### src/rtl/invsqrt_pkg.sv
// Shared types and helpers for the inverse-square-root output path.
// Classification works on the 31-bit magnitude word {exponent, mantissa}.
package invsqrt_pkg;

  localparam int EXP_W = 8;
  localparam int MAN_W = 23;
  localparam logic [EXP_W-1:0] EXP_MAX = 8'hFF;

  typedef enum logic [1:0] {
    NORMAL = 2'b00,
    ZERO   = 2'b01,
    INF    = 2'b10,
    NAN    = 2'b11
  } fp_class_t;

  function automatic fp_class_t classify_fp(input logic [30:0] word);
    logic [EXP_W-1:0] exp_f;
    logic [MAN_W-1:0] man_f;
    fp_class_t cls;
    exp_f = word[30:23];
    man_f = word[22:0];
    cls = NORMAL;
    if (exp_f == EXP_MAX) begin
      cls = (man_f == '0) ? INF : NAN;
    end else if (exp_f == '0 && man_f == '0) begin
      cls = ZERO;
    end
    return cls;
  endfunction

endpackage

### src/rtl/sync_fifo.sv
// Generic register FIFO with show-ahead read and occupancy outputs.
// count_next exposes the post-edge occupancy so wrappers can register flags from it.
module sync_fifo #(
  parameter int WIDTH = 8,
  parameter int DEPTH = 8
) (
  input  logic                         clk,
  input  logic                         rst,
  input  logic                         push,
  input  logic                         pop,
  input  logic [WIDTH-1:0]             wdata,
  output logic [WIDTH-1:0]             rdata,
  output logic [$clog2(DEPTH+1)-1:0]   count,
  output logic [$clog2(DEPTH+1)-1:0]   count_next,
  output logic                         full,
  output logic                         empty
);

  localparam int AW = $clog2(DEPTH);
  localparam int CW = $clog2(DEPTH+1);

  logic [WIDTH-1:0] mem [DEPTH];
  logic [AW-1:0]    wr_ptr;
  logic [AW-1:0]    rd_ptr;
  logic             do_push;
  logic             do_pop;

  assign full    = (count == CW'(DEPTH));
  assign empty   = (count == '0);
  assign do_pop  = pop && !empty;
  // At full a push is only taken when the same cycle frees a slot.
  assign do_push = push && (!full || do_pop);
  assign rdata   = empty ? '0 : mem[rd_ptr];

  always_comb begin
    count_next = count;
    if (do_push && !do_pop) begin
      count_next = count + CW'(1);
    end else if (do_pop && !do_push) begin
      count_next = count - CW'(1);
    end
  end

  always_ff @(posedge clk) begin
    if (!rst && do_push) begin
      mem[wr_ptr] <= wdata;
    end
  end

  always_ff @(posedge clk) begin
    if (rst) begin
      wr_ptr <= '0;
      rd_ptr <= '0;
      count  <= '0;
    end else begin
      if (do_push) wr_ptr <= wr_ptr + AW'(1);
      if (do_pop)  rd_ptr <= rd_ptr + AW'(1);
      count <= count_next;
    end
  end

endmodule

### src/rtl/invsqrt_out_buffer.sv
// Collects pipeline results, restores the (always positive) sign, classifies and buffers them.
// backprn is registered from the next occupancy so SKID slots remain for in-flight results.
module invsqrt_out_buffer
  import invsqrt_pkg::*;
#(
  parameter int DEPTH = 8,
  parameter int SKID  = 4
) (
  input  logic                         clk,
  input  logic                         rst,
  input  logic                         in_valid,
  input  logic [30:0]                  in_data,
  output logic                         backprn,
  output logic                         m_valid,
  input  logic                         m_ready,
  output logic [31:0]                  m_data,
  output logic [1:0]                   m_class,
  output logic [$clog2(DEPTH+1)-1:0]   count,
  output logic                         overflow
);

  localparam int CW = $clog2(DEPTH+1);
  localparam logic [CW-1:0] THRESH = CW'(DEPTH - SKID);

  fp_class_t     in_class;
  logic [32:0]   wr_entry;
  logic [32:0]   rd_entry;
  logic [CW-1:0] count_next;
  logic          full;
  logic          empty;
  logic          pop;

  assign in_class = classify_fp(in_data);
  assign wr_entry = {in_class, in_data};
  assign m_valid  = !empty;
  assign pop      = m_valid && m_ready;
  assign m_class  = rd_entry[32:31];
  assign m_data   = {1'b0, rd_entry[30:0]};

  sync_fifo #(
    .WIDTH (33),
    .DEPTH (DEPTH)
  ) u_fifo (
    .clk        (clk),
    .rst        (rst),
    .push       (in_valid),
    .pop        (pop),
    .wdata      (wr_entry),
    .rdata      (rd_entry),
    .count      (count),
    .count_next (count_next),
    .full       (full),
    .empty      (empty)
  );

  always_ff @(posedge clk) begin
    if (rst) begin
      overflow <= 1'b0;
      backprn  <= 1'b1;
    end else begin
      if (in_valid && full && !pop) begin
        overflow <= 1'b1;
      end
      backprn <= !(count_next >= THRESH);
    end
  end

endmodule

### config.mk
export PLATFORM = sky130hd
export DESIGN_NAME = invsqrt_out_buffer
export DESIGN_NICKNAME = d
export VERILOG_FILES = /design/src/rtl/invsqrt_pkg.sv /design/src/rtl/sync_fifo.sv /design/src/rtl/invsqrt_out_buffer.sv
export SDC_FILE = /design/constraint.sdc
export NUM_CORES = 1
export LEC_CHECK = 0
export BUFFER_PORTS_ARGS = -buffer_cell sky130_fd_sc_hd__buf_2
export CORE_MARGIN = 2
export CORE_UTILIZATION = 35
export DETAILED_ROUTE_END_ITERATION = 16
export HOLD_SLACK_MARGIN = 0.05
export PLACE_DENSITY_LB_ADDON = 0.05
export SETUP_SLACK_MARGIN = 0.4
export SLEW_MARGIN = 20
export SYNTH_ARGS = -nofsm -noshare
export SYNTH_HDL_FRONTEND = slang
export SYNTH_SLANG_ARGS = --single-unit
### constraint.sdc
create_clock -name clk -period 6.1 [get_ports clk]
set_input_delay 0.915 -clock clk [delete_from_list [all_inputs] [get_ports clk]]
set_output_delay 0.915 -clock clk [all_outputs]
set_load 0.005 [all_outputs]
==> impl_metrics.env <==
export IMPL_port_buffers=74
export IMPL_fill_cells=2715
export IMPL_ir_drop_v=0.0002576
export IMPL_grt_start_max_net_pins=49
export IMPL_synth_top_family_by_area="multiplexers"
export IMPL_tightest_slew_ns=1.042
export IMPL_ys_warn_count=0
export IMPL_layout_commonest_cell="edfxtp_1"
export IMPL_power_total_w=0.005114
export IMPL_grt_antenna_before_repair=0
export IMPL_p_leak_nw=4.097
export IMPL_cts_buffers=35
export IMPL_pin_count=76
export IMPL_top_usage_layer="met2"
export IMPL_syn_area_per_cell_sq_um=20.68
export IMPL_start_kind="flip-flop"
export IMPL_synth_xor_area_share=0.002401
export IMPL_clk_path_buf_depth=3
export IMPL_rsz0062_at_grt="no"
export IMPL_synth_edf_count=264
export IMPL_nNetsFinal=665
export IMPL_critPathArrivalTime_ns=2.82
export IMPL_dp_hpwl_microns=13140
export IMPL_ys_top_cells_by_area="edfxtp_1 72%, mux4_2 14%, mux2i_1 3.1%"
export IMPL_setup_violations=0
export IMPL_gp_congestion=0.7128
export IMPL_max_cap_violations=0
export IMPL_grt_overflow=0
export IMPL_yosysTopAreaCell="edfxtp_1"
export IMPL_firstDrtPassIters=4
export IMPL_wirelength_microns=23970
export IMPL_h_tree_depth=2
export IMPL_syn_to_final_growth_pct=17.90
export IMPL_cts_root_buf="clkbuf_16"
export IMPL_synth_seq_cells=279
export IMPL_async_flop_share=0
export IMPL_drc=0
export IMPL_die_area_sq_mm=0.03269
export IMPL_pwr_density_cell_mw_per_mm2=396.4
export IMPL_fmax_ghz=0.2678
export IMPL_synth_area_mux_share=0.1694
export IMPL_yosys_area_share_simple=0.04151
export IMPL_placed_cells=984
export IMPL_period_minus_slack_ns=3.734
export IMPL_synth_compound_area_frac=0.01281
export IMPL_vias_per_cell=5.099
export IMPL_finalClockSkew_ns=0.009178
export IMPL_slew_headroom=0.3026
export IMPL_clock_latency_ns=0.50
export IMPL_final_max_slew_viol_count=0
export IMPL_synth_top_cell_area_share=0.7245
export IMPL_postCtsSetupRepairBufs=0
export IMPL_cts_sinks=279
export IMPL_layout_common_cells="264 x edfxtp_1, 74 x buf_2, 66 x mux4_2"
export IMPL_outcome="completed"
export IMPL_worstSetupPathType="flip-flop to primary output"
export IMPL_hp_class="flip-flop to flip-flop"
export IMPL_use_met2=0.2554
export IMPL_ctsResizeCount=0
export IMPL_hold_viol=0
export IMPL_path_clk_slew_ns=0.05
export IMPL_num_antenna_cells=0
export IMPL_grt_use_met3=0.02842
export IMPL_crit_required_ns=5.18
export IMPL_worstSetupEndpointType="primary output"
export IMPL_instances_no_fill=1044
export IMPL_period_share=0.6121
export IMPL_synth_adder_area_share=0.004574
export IMPL_synthesis_area_sq_mm=0.01094
export IMPL_grt_pass1_vias=5746
export IMPL_fin_area_sq_mm=0.01290
export IMPL_setup_tns_ns=0
export IMPL_rows=64
export IMPL_netlist_instances=529
export IMPL_placed_area_sq_mm=0.01182
export IMPL_drt_iter0_drc=339
export IMPL_syn_nets=568
export IMPL_wl_per_cell_microns=22.96
export IMPL_yosysSeqAreaShare=0.7520
export IMPL_core_area_sq_mm=0.03067
export IMPL_die_w_microns=180.8
export IMPL_num_vias=5323
export IMPL_ys_flop_type="edfxtp_1"
export IMPL_start_util=0.3568
export IMPL_cts_tree="built"
export IMPL_hold_buffers=0
export IMPL_drive_gt1_frac=0.3410
export IMPL_grt_usage=0.1483
export IMPL_ys_types=46
export IMPL_die_y_microns=180.8
export IMPL_grtUsageMet1=0.1939
export IMPL_ant_nets=0
export IMPL_critPathMaxFanout=40
export IMPL_grt_pass1_wl_microns=36230
==> critical path: stages, from the launching register on <==
cell	delay [ns]
dfxtp_2	0.84
buf_4	0.65
mux4_2	0.41
mux2i_1	0.21
nor2_1	0.06
buf_2	0.13
==> synth_stat cells (2+ instances only) <==
cell type,count
a21oi_1,4
a31oi_1,2
buf_2,14
buf_4,2
buf_6,4
clkbuf_1,6
dfxtp_1,15
edfxtp_1,264
ha_1,4
inv_1,4
mux2i_1,34
mux4_2,66
nand2_1,8
nand3_1,6
nand4_1,4
nor2_1,46
nor2b_1,2
nor3_1,2
nor4_1,9
nor4b_1,2
nor4b_2,2
o21a_1,2
o21ai_0,2
xor2_1,3
==> routing by layer <==
layer	wire length, microns	part of all wire
met2	11950	0.50
met5	0	0
met1	10530	0.44
met3	1059	0.044
met4	432	0.018
==> per-stage QoR <==
stage / util / setup slack, ns / hold WS [ns]
finish: 0.4206 / 2.366 / 0.4567
global route: 0.4206 / 2.155 / 0.5163
CTS: 0.4197 / 1.978 / 0.4646
detailed placement: 0.3855 / 2.515 / 0.4526
global placement: 0.3851 / 2.510 / 0.4509
floorplan: - / 0.8761 / 0.4541
==> report_power, final <==
part	switching [W]	internal [W]	leakage, nW	total (W)
combinational	0.000495	0.000512	1.06	0.00101
sequential	0.0000814	0.00215	2.51	0.00223
clock	0.000742	0.00114	0.522	0.00188
==> final cells by class <==
class	count	area, sq um	share of cell area
Inverter	5	21.27	0.001649
Clock inverter	16	101.3	0.007856
Multi-Input combinational cell	217	2585	0.2004
Timing Repair Buffer	88	511.7	0.03967
Clock buffer	43	948.4	0.07352
Sequential cell	279	8237	0.6385
Tap cell	396	495.5	0.03841
==> cell families (layout without fill, tap and decap cells) <==
family          Yosys count  after routing
flops                   279            279
mux                     102            102
simple gates             88             88
buf+inv                  33            152
compound gates           19             19
fa+ha+maj                 4              4
xor+xnor                  3              3
other cells               1              1
==> final timing paths <==
path	from	endpoint	slack, ns	cells after the start
setup / recovery	flip-flop	m_data[23]	2.37	5
hold / removal	overflow$_SDFFE_PP0P_	overflow$_SDFFE_PP0P_	0.46	2
setup reg to reg	u_fifo.count[0]$_SDFF_PP0_	u_fifo.mem[4][2]$_DFFE_PP_	3.10	7
hold reg to reg	overflow$_SDFFE_PP0P_	overflow$_SDFFE_PP0P_	0.46	2
==> sequential cells by signal (all words and copies together), names as in the netlist, named ones only <==
register,cells
u_fifo.wr_ptr,3
u_fifo.rd_ptr,3
backprn,1
u_fifo.count,3
u_fifo.mem,264
overflow,1
Note: power is estimated with default switching activity, not from simulation.
